===== config.mk =====
export PLATFORM = sky130hd
export DESIGN_NAME = mips_alu_flat
export DESIGN_NICKNAME = d
export VERILOG_FILES = /design/src/rtl/mips_alu_if.sv /design/src/rtl/mips_alu.sv /design/src/flat_wrapper.sv
export SDC_FILE = /design/constraint.sdc
export NUM_CORES = 1
export LEC_CHECK = 0
export ABC_CLOCK_PERIOD_IN_PS = 800
export CAP_MARGIN = 20
export CORE_MARGIN = 3
export CORE_UTILIZATION = 25
export CTS_CLUSTER_DIAMETER = 100
export DETAILED_ROUTE_END_ITERATION = 10
export REMOVE_ABC_BUFFERS = 1
export SYNTH_ARGS = -nofsm -noshare
export SYNTH_HDL_FRONTEND = slang
export SYNTH_SLANG_ARGS = --single-unit

===== constraint.sdc =====
create_clock -name clk -period 0.8 [get_ports clk]
set_input_delay 0.16 -clock clk [delete_from_list [all_inputs] [get_ports clk]]
set_output_delay 0.16 -clock clk [all_outputs]
set_load 0.01 [all_outputs]

===== src/rtl/mips_alu_if.sv =====
// ALU issue/result bus: operands and decode fields in, registered result out.
// Optional ovf signal is present only when ALU_OVERFLOW_EN is defined.
interface mips_alu_if;
    localparam int unsigned DATA_W  = 32;
    localparam int unsigned OP_W    = 6;
    localparam int unsigned SHAMT_W = 5;
    localparam int unsigned IMM_W   = 16;

    logic [OP_W-1:0]    opcode;
    logic [DATA_W-1:0]  rs_content;
    logic [DATA_W-1:0]  rt_content;
    logic [SHAMT_W-1:0] shamt;
    logic [OP_W-1:0]    ALU_control;
    logic [IMM_W-1:0]   immediate;
    logic [DATA_W-1:0]  ALU_result;
    logic               sig_branch;
`ifdef ALU_OVERFLOW_EN
    logic               ovf;
`endif

    // Issuing side (execute-stage control / testbench)
    modport master (
        output opcode, rs_content, rt_content, shamt, ALU_control, immediate,
        input  ALU_result, sig_branch
`ifdef ALU_OVERFLOW_EN
        , input ovf
`endif
    );

    // ALU side
    modport slave (
        input  opcode, rs_content, rt_content, shamt, ALU_control, immediate,
        output ALU_result, sig_branch
`ifdef ALU_OVERFLOW_EN
        , output ovf
`endif
    );
endinterface


===== src/rtl/mips_alu.sv =====
// MIPS-style 32-bit integer ALU with one cycle of registered latency.
// Decodes R-type funct (opcode 0) or I-type opcode; computes result and branch flag.
// Optional macro ALU_OVERFLOW_EN adds a registered signed-overflow flag (ovf).
module mips_alu (
    input  logic      clk,
    input  logic      rst_n,
    mips_alu_if.slave bus
);
    localparam int unsigned DATA_W = 32;
    localparam int unsigned IMM_W  = 16;

    // R-type funct codes
    localparam logic [5:0] FN_SLL  = 6'b000000;
    localparam logic [5:0] FN_SRL  = 6'b000010;
    localparam logic [5:0] FN_SRA  = 6'b000011;
    localparam logic [5:0] FN_SLLV = 6'b000100;
    localparam logic [5:0] FN_SRLV = 6'b000110;
    localparam logic [5:0] FN_SRAV = 6'b000111;
    localparam logic [5:0] FN_ADD  = 6'b100000;
    localparam logic [5:0] FN_ADDU = 6'b100001;
    localparam logic [5:0] FN_SUB  = 6'b100010;
    localparam logic [5:0] FN_SUBU = 6'b100011;
    localparam logic [5:0] FN_AND  = 6'b100100;
    localparam logic [5:0] FN_OR   = 6'b100101;
    localparam logic [5:0] FN_XOR  = 6'b100110;
    localparam logic [5:0] FN_NOR  = 6'b100111;
    localparam logic [5:0] FN_SLT  = 6'b101010;
    localparam logic [5:0] FN_SLTU = 6'b101011;

    // Opcodes
    localparam logic [5:0] OP_RTYPE = 6'b000000;
    localparam logic [5:0] OP_BEQ   = 6'b000100;
    localparam logic [5:0] OP_BNE   = 6'b000101;
    localparam logic [5:0] OP_ADDI  = 6'b001000;
    localparam logic [5:0] OP_ADDIU = 6'b001001;
    localparam logic [5:0] OP_SLTI  = 6'b001010;
    localparam logic [5:0] OP_SLTIU = 6'b001011;
    localparam logic [5:0] OP_ANDI  = 6'b001100;
    localparam logic [5:0] OP_ORI   = 6'b001101;
    localparam logic [5:0] OP_XORI  = 6'b001110;
    localparam logic [5:0] OP_LUI   = 6'b001111;
    localparam logic [5:0] OP_LW    = 6'b100011;
    localparam logic [5:0] OP_SW    = 6'b101011;

    logic [DATA_W-1:0] rs;
    logic [DATA_W-1:0] rt;
    logic [DATA_W-1:0] simm;
    logic [DATA_W-1:0] zimm;
    logic [DATA_W-1:0] sum_rt;
    logic [DATA_W-1:0] diff_rt;
    logic [DATA_W-1:0] sum_imm;
    logic [4:0]        var_amt;
    logic [DATA_W-1:0] result_c;
    logic              branch_c;
    logic              ovf_c;

    // Operand preparation shared by several decodes
    always_comb begin
        rs      = bus.rs_content;
        rt      = bus.rt_content;
        simm    = {{(DATA_W-IMM_W){bus.immediate[IMM_W-1]}}, bus.immediate};
        zimm    = {{(DATA_W-IMM_W){1'b0}}, bus.immediate};
        sum_rt  = rs + rt;
        diff_rt = rs - rt;
        sum_imm = rs + simm;
        var_amt = rs[4:0];
    end

    // Next-value decode; undefined codes fall through to all-zero outputs
    always_comb begin
        result_c = '0;
        branch_c = 1'b0;
        ovf_c    = 1'b0;
        case (bus.opcode)
            OP_RTYPE: begin
                case (bus.ALU_control)
                    FN_SLL:  result_c = rt << bus.shamt;
                    FN_SRL:  result_c = rt >> bus.shamt;
                    FN_SRA:  result_c = DATA_W'($signed(rt) >>> bus.shamt);
                    FN_SLLV: result_c = rt << var_amt;
                    FN_SRLV: result_c = rt >> var_amt;
                    FN_SRAV: result_c = DATA_W'($signed(rt) >>> var_amt);
                    FN_ADD: begin
                        result_c = sum_rt;
                        ovf_c    = (rs[31] == rt[31]) && (sum_rt[31] != rs[31]);
                    end
                    FN_ADDU: result_c = sum_rt;
                    FN_SUB: begin
                        result_c = diff_rt;
                        ovf_c    = (rs[31] != rt[31]) && (diff_rt[31] != rs[31]);
                    end
                    FN_SUBU: result_c = diff_rt;
                    FN_AND:  result_c = rs & rt;
                    FN_OR:   result_c = rs | rt;
                    FN_XOR:  result_c = rs ^ rt;
                    FN_NOR:  result_c = ~(rs | rt);
                    FN_SLT:  result_c = {31'd0, $signed(rs) < $signed(rt)};
                    FN_SLTU: result_c = {31'd0, rs < rt};
                    default: result_c = '0;
                endcase
            end
            OP_ADDI: begin
                result_c = sum_imm;
                ovf_c    = (rs[31] == simm[31]) && (sum_imm[31] != rs[31]);
            end
            OP_ADDIU: result_c = sum_imm;
            OP_SLTI:  result_c = {31'd0, $signed(rs) < $signed(simm)};
            OP_SLTIU: result_c = {31'd0, rs < simm};
            OP_ANDI:  result_c = rs & zimm;
            OP_ORI:   result_c = rs | zimm;
            OP_XORI:  result_c = rs ^ zimm;
            OP_LUI:   result_c = {bus.immediate, 16'h0000};
            OP_LW:    result_c = sum_imm;
            OP_SW:    result_c = sum_imm;
            OP_BEQ: begin
                result_c = diff_rt;
                branch_c = (rs == rt);
            end
            OP_BNE: begin
                result_c = diff_rt;
                branch_c = (rs != rt);
            end
            default: begin
                result_c = '0;
                branch_c = 1'b0;
            end
        endcase
    end

    // Output registers, cleared asynchronously on reset
    always_ff @(posedge clk or negedge rst_n) begin
        if (!rst_n) begin
            bus.ALU_result <= '0;
            bus.sig_branch <= 1'b0;
        end else begin
            bus.ALU_result <= result_c;
            bus.sig_branch <= branch_c;
        end
    end

`ifdef ALU_OVERFLOW_EN
    // Signed-overflow flag register
    always_ff @(posedge clk or negedge rst_n) begin
        if (!rst_n) begin
            bus.ovf <= 1'b0;
        end else begin
            bus.ovf <= ovf_c;
        end
    end
`else
    // Overflow decode has no consumer in this build
    logic unused_ovf;
    assign unused_ovf = ovf_c;
`endif

endmodule


===== src/flat_wrapper.sv =====
// flat-port wrapper written by rule: the top's interface ports become plain ports
module mips_alu_flat 
  (clk, rst_n, bus_opcode, bus_rs_content, bus_rt_content, bus_shamt, bus_ALU_control, bus_immediate, bus_ALU_result, bus_sig_branch);
  mips_alu_if bus_i ();
  input  logic clk;
  input  logic rst_n;
  input wire logic [$bits(bus_i.opcode)-1:0] bus_opcode;
  input wire logic [$bits(bus_i.rs_content)-1:0] bus_rs_content;
  input wire logic [$bits(bus_i.rt_content)-1:0] bus_rt_content;
  input wire logic [$bits(bus_i.shamt)-1:0] bus_shamt;
  input wire logic [$bits(bus_i.ALU_control)-1:0] bus_ALU_control;
  input wire logic [$bits(bus_i.immediate)-1:0] bus_immediate;
  output wire logic [$bits(bus_i.ALU_result)-1:0] bus_ALU_result;
  output wire logic [$bits(bus_i.sig_branch)-1:0] bus_sig_branch;
  assign bus_i.opcode = bus_opcode;
  assign bus_i.rs_content = bus_rs_content;
  assign bus_i.rt_content = bus_rt_content;
  assign bus_i.shamt = bus_shamt;
  assign bus_i.ALU_control = bus_ALU_control;
  assign bus_i.immediate = bus_immediate;
  assign bus_ALU_result = bus_i.ALU_result;
  assign bus_sig_branch = bus_i.sig_branch;
  mips_alu u_core (.clk(clk), .rst_n(rst_n), .bus(bus_i));
endmodule

==> flow_summary.json, run 1 <==
{
  "fin_tns_setup_ps": -81480,
  "grt.busiest_layer": "met2",
  "gr-usage-met1": 0.416,
  "crit_end": "u_core.bus.ALU_result[0]$_DFF_PN0_",
  "numPortBuffers": 131,
  "fin_crit_sh": 4.14,
  "area_growth_pct": 80.1,
  "ys_ff_latch": 33,
  "die_height_um": 258,
  "p_leak_nw": 12.8,
  "dieArea_um2": 66400,
  "max_slew.worst_pin.slew_ps": 857,
  "via_count": 23345,
  "place.gp.congestion": 1.10,
  "grt_setup_unrepaired": "yes",
  "seq_area_um2": 827,
  "cts_tree": "yes",
  "netlist_top_cells_area": "ha_1 (14%), mux2i_1 (9.6%), a21oi_1 (7.9%)",
  "synth_compound_area_frac": 0.317,
  "fin_ws_ps": -2510,
  "synth_xor_area_frac": 0.0614,
  "holdWs_ps": 364,
  "wire_per_inst_um": 26.8,
  "synth-simple-area-share": 0.180,
  "grt_overflow_total": 0,
  "synth.distinct_cells": 84,
  "syn_area_um2": 15800,
  "setup_viol": 66,
  "startpoint": "bus_ALU_control[3]",
  "yosysWarnings": 0,
  "met3_usage": 0.0539,
  "fin_util": 0.459,
  "worst_ep_required_time_ps": 1000,
  "timing.final.crit_period_ps": 3310,
  "slew_viol_final": 0,
  "syn_area_per_cell_um2": 7.12,
  "synthMuxAreaShare": 0.166,
  "grt_max_degree": 97,
  "synth_top_family_by_area": "compound AO/OA/AOI/OAI gates",
  "synth_top_area_frac": 0.141,
  "via_per_inst": 5.76,
  "dr.pass1.iters": 6,
  "clock_sinks": 33,
  "hpwl_um": 87500,
  "final_hold_viol_count": 0,
  "clockBufferDepth": 2,
  "clk_pin_slew_ps": 90,
  "die_x_um": 258,
  "crit_arrival_ps": 3510,
  "criticalPathCategory": "in -> reg",
  "ys.flop_type": "dfrtp_1",
  "ir_drop_uv": 750,
  "grt_util_met2": 0.475,
  "synthArstFlopShare": 1.00,
  "yosys.area_share.adder": 0.145,
  "cp-start-kind": "input pin",
  "grt_pass1_wl_um": 153000,
  "post-route-drc-count": 0,
  "grt_pass1_vias": 22247,
  "slew_headroom": 0.424,
  "path_max_fanout": 6,
  "grt_use_total": 0.311,
  "initial_utilization": 0.255,
  "synth_edf_count": 0,
  "drtIter0Drc": 2833,
  "multi_input_area_um2": 16400,
  "cts_buffers": 5,
  "cts-htree-levels": 2,
  "fill_cells": 6142,
  "powerDensity_nw_per_um2": 874,
  "std_cell_rows": 91,
  "antenna_left": 0,
  "min_path_type": "in -> async",
  "coreArea_um2": 62200,
  "synthCells": 2224,
  "fmax_mhz": 302,
  "yosysSeqAreaShare": 0.0522,
  "critPathCaptureType": "flip-flop",
  "pin_count": 132,
  "status": "finished with violations",
  "cts-root-buf": "clkbuf_16",
  "total_power_w": 0.0249,
  "violations": "setup timing",
  "drive_gt1_frac": 0.499,
  "wl_um": 109000,
  "maxCapViolCount": 0,
  "nets": 3492,
  "antenna_found_initial": 4,
  "yosys.area.top_type": "ha_1"
}
sequential cells by signal (all words and copies together) (netlist names):
signal,count
u_core.bus.ALU_result,32
u_core.bus.sig_branch,1
power by group:
group,switching (W),internal [W]
clock,0.00124,0.00157
combinational,0.0108,0.00951
sequential,0.0000620,0.00175
worst max-delay path, cell delays in order:
cell and delay, ps:
buf_6 90, or4b_4 550, buf_12 160, nor2_8 110, mux2i_4 330, buf_12 180, buf_6 100, mux4_2 510
mux2i_4 210, o22ai_2 110, nor2_1 150, nand4b_1 320, o31ai_4 400, nand4_1 120
cell families (layout without fill, tap and decap cells):
group	after synthesis	after routing
AO/OA/AOI/OAI	769	769
AND/OR/NAND/NOR	609	609
buffers and inverters	312	1301
multiplexers	209	209
adder cells (fa/ha/maj)	181	181
XOR/XNOR	111	111
flip-flops	33	33
other	0	1
final cells by class:
type                    instances  share of cell area
diodes                          1           0.0000878
clock buffers                   7             0.00500
clock inverters                 1             0.00105
inverters                     134              0.0192
multi-input cells            1879               0.575
flip-flops and latches         33              0.0290
well taps                     837              0.0367
repair buffers               1159               0.334
stage by stage:
step           worst slack, ps  cells  instance area (um2)
3_3_place_gp             -3350   3933                24600
2_1_floorplan            -5050   2046                15100
3_5_place_dp             -3400   3933                24600
4_1_cts                  -2430   3996                27000
5_1_grt                  -2510   4050                28500
6_report                 -2510   4051                28500
how the worst min path moves through the flow:
stage | startpoint | end | slack (ps)
2_1_floorplan | rst_n | u_core.bus.ALU_result[0]$_DFF_PN0_ | -140
3_3_place_gp | rst_n | u_core.bus.ALU_result[31]$_DFF_PN0_ | 180
3_5_place_dp | rst_n | u_core.bus.ALU_result[31]$_DFF_PN0_ | 180
4_1_cts | rst_n | u_core.bus.ALU_result[31]$_DFF_PN0_ | 360
5_1_grt | rst_n | u_core.bus.ALU_result[25]$_DFF_PN0_ | 400
6_report | rst_n | u_core.bus.ALU_result[25]$_DFF_PN0_ | 360
cell usage after synthesis (20+ instances only):
cell	count
o21bai_1	22
xnor2_1	91
mux4_2	41
o211ai_1	28
ha_1	178
a211oi_1	62
inv_1	131
mux2i_1	151
nor2_1	184
xor2_1	20
a21oi_1	250
buf_2	27
o21ai_0	118
nand2_1	178
o22ai_1	46
nor3_1	57
clkbuf_1	126
nand3_1	52
a31oi_1	22
dfrtp_1	33
what timing repair did:
| item | in CTS | in global routing |
|---|---|---|
| gates cloned | 3 | 3 |
| hold buffers | 1 | 0 |
| endpoints found under the hold margin | 33 | 0 |
| endpoints found under the setup margin | 66 | 66 |
| gates resized for setup | 749 | 269 |
| setup buffers | 60 | 60 |
| pin swaps | 145 | 125 |
per-layer routing:
metal,share of wire,routed length [um]
met1,0.41,44300
met2,0.42,45700
met3,0.10,10900
met4,0.071,7740
met5,0.00012,13
layout by cell type, fill, tap and decap left out, types with 76 or more instances in the layout:
cell     synthesis  layout
nor2_1         184     164
nand2_1        178     164
ha_1           178     135
xnor2_1         91      85
buf_4            6     916
inv_1          131      76
mux2i_1        151     112
a21oi_1        250     198
buf_6            2      96
o21ai_0        118      81
(Power assumes the default switching activity.)
==> inputs of run 2 (changes only) <==
--- a/config.mk
+++ b/config.mk
@@ -9,6 +9,7 @@
 export CAP_MARGIN = 20
 export CORE_MARGIN = 3
 export CORE_UTILIZATION = 25
+export CTS_BUF_LIST = sky130_fd_sc_hd__clkbuf_16
 export CTS_CLUSTER_DIAMETER = 100
 export DETAILED_ROUTE_END_ITERATION = 10
 export REMOVE_ABC_BUFFERS = 1
==> flow_summary.json, run 2 (synthesis results as in run 1) <==
{
  "status": "finished with violations",
  "violations": "setup timing",
  "dr.pass1.iters": 6,
  "fin_ws_ps": -2450,
  "pin_count": 132,
  "final_hold_viol_count": 0,
  "clockBufferDepth": 2,
  "wire_per_inst_um": 26.8,
  "p_leak_nw": 12.7,
  "holdWs_ps": 363,
  "fmax_mhz": 307,
  "largest_register_ffs": 32,
  "post-route-drc-count": 0,
  "crit_buf_inv": 4,
  "fin_crit_sh": 4.07,
  "numPortBuffers": 131,
  "path_delay_family": "simple AND/OR/NAND/NOR gates",
  "clock_sinks": 33,
  "clk_pin_slew_ps": 80,
  "final_common_cell": "buf_4",
  "cts_buffers": 5,
  "crit_top_cell": "buf_12",
  "regMostFlops": "u_core.bus.ALU_result",
  "reg_top3": "u_core.bus.ALU_result (32), u_core.bus.sig_branch (1)",
  "fin_util": 0.454,
  "cts_tree": "yes",
  "area_growth_pct": 78.2,
  "die_x_um": 258,
  "worst_ep_required_time_ps": 1000,
  "grt_setup_unrepaired": "yes",
  "std_cell_rows": 91,
  "die_height_um": 258,
  "crit_arrival_ps": 3450,
  "criticalPathCategory": "in -> reg",
  "slew_headroom": 0.429,
  "via_count": 23275,
  "ir_drop_uv": 725,
  "path_max_fanout": 6,
  "grt_pass1_vias": 22210,
  "antenna_left": 0,
  "wl_um": 108000,
  "cts-root-buf": "clkbuf_16",
  "powerDensity_nw_per_um2": 872,
  "min_path_type": "in -> async",
  "via_per_inst": 5.76,
  "initial_utilization": 0.255,
  "setup_viol": 66,
  "antenna_found_initial": 2,
  "grt_max_degree": 97,
  "coreArea_um2": 62200,
  "mostFrequentLayoutCells": "buf_4 (917), a21oi_1 (199), nor2_1 (166)",
  "finalInstanceArea_um2": 28200,
  "max_stage_delay_ps": 550,
  "grt_pass1_wl_um": 153000,
  "placed_cell_area_um2": 24600,
  "pre_cts_ws_ps": -3400,
  "max_slew.worst_pin.slew_ps": 849,
  "dieArea_um2": 66400,
  "nets": 3481,
  "slew_viol_final": 0,
  "grt_use_total": 0.311,
  "drive_gt1_frac": 0.488,
  "cts-htree-levels": 2,
  "maxCapViolCount": 0,
  "path_cells": "buf_6 -> or4b_4 -> buf_12 -> buf_12 -> o21ai_4 -> and2_4 -> mux4_2 -> mux2i_1 -> buf_4 -> nand2b_1 -> o2111ai_2 -> or3b_4 -> a221oi_2 -> o211ai_1",
  "critPathCaptureType": "flip-flop",
  "cp_slowest_cell": "or4b_4",
  "timing.final.crit_period_ps": 3250,
  "place.gp.congestion": 1.10,
  "drtIter0Drc": 2907,
  "hpwl_um": 87500,
  "grt_overflow_total": 0,
  "cp-start-kind": "input pin"
}
run 2: cell count changes in the layout (fill, tap and decap cells not counted), moves of 4 or more:
cell     delta
nor3_1      +7
o21ai_0     +6
o22ai_1     +4
o21ai_2     -6
nor3_2      -5
buf_6      -11
ha_2        -5
o22ai_2     -4
run 2: layout make-up:
type | count | area, um2
fillers | 6194 | 34000
multi-input cells | 1879 | 16200
repair buffers | 1148 | 9380
well taps | 837 | 1050
flip-flops and latches | 33 | 827
inverters | 134 | 559
clock buffers | 5 | 125
clock inverters | 3 | 37.5
diodes | 1 | 2.50
run 2: metrics by stage:
| step | setup TNS, ps | instances | total power (W) |
|---|---|---|---|
| floorplan | -150060 | 2046 | 0.00897 |
| global placement | -110190 | 3933 | 0.0185 |
| detailed placement | -109950 | 3933 | 0.0184 |
| CTS | -81830 | 3994 | 0.0230 |
| global route | -84760 | 4039 | 0.0255 |
| finish | -81600 | 4040 | 0.0246 |
run 2: power by group:
part,total [W],switching [W],internal (W)
registers,0.00181,0.0000613,0.00175
logic,0.0201,0.0107,0.00941
clock network,0.00270,0.00124,0.00147
total,0.0246,0.0120,0.0126
run 2: timing repair:
action | in CTS | in global routing
gates resized for setup | 740 | 230
hold buffers | 1 | 0
cloned | 3 | 3
endpoints found under the setup margin | 66 | 66
endpoints found under the hold margin | 33 | 0
pin swaps | 146 | 112
buffers inserted | 57 | 47
run 2: how the worst max path moves through the flow:
stage | from | endpoint | cells past startpoint
floorplan | bus_ALU_control[3] | u_core.bus.ALU_result[10]$_DFF_PN0_ | 9
global placement | bus_rt_content[9] | u_core.bus.ALU_result[0]$_DFF_PN0_ | 17
detailed placement | bus_rt_content[0] | u_core.bus.ALU_result[28]$_DFF_PN0_ | 14
CTS | bus_ALU_control[4] | u_core.bus.ALU_result[26]$_DFF_PN0_ | 16
global route | bus_ALU_control[3] | u_core.bus.ALU_result[26]$_DFF_PN0_ | 14
finish | bus_ALU_control[3] | u_core.bus.ALU_result[26]$_DFF_PN0_ | 14
run 2: layer usage:
layer	part of all wire	track usage
met4	0.070	0.163
met2	0.42	0.476
met3	0.10	0.0572
met5	0.00012	0
met1	0.41	0.415
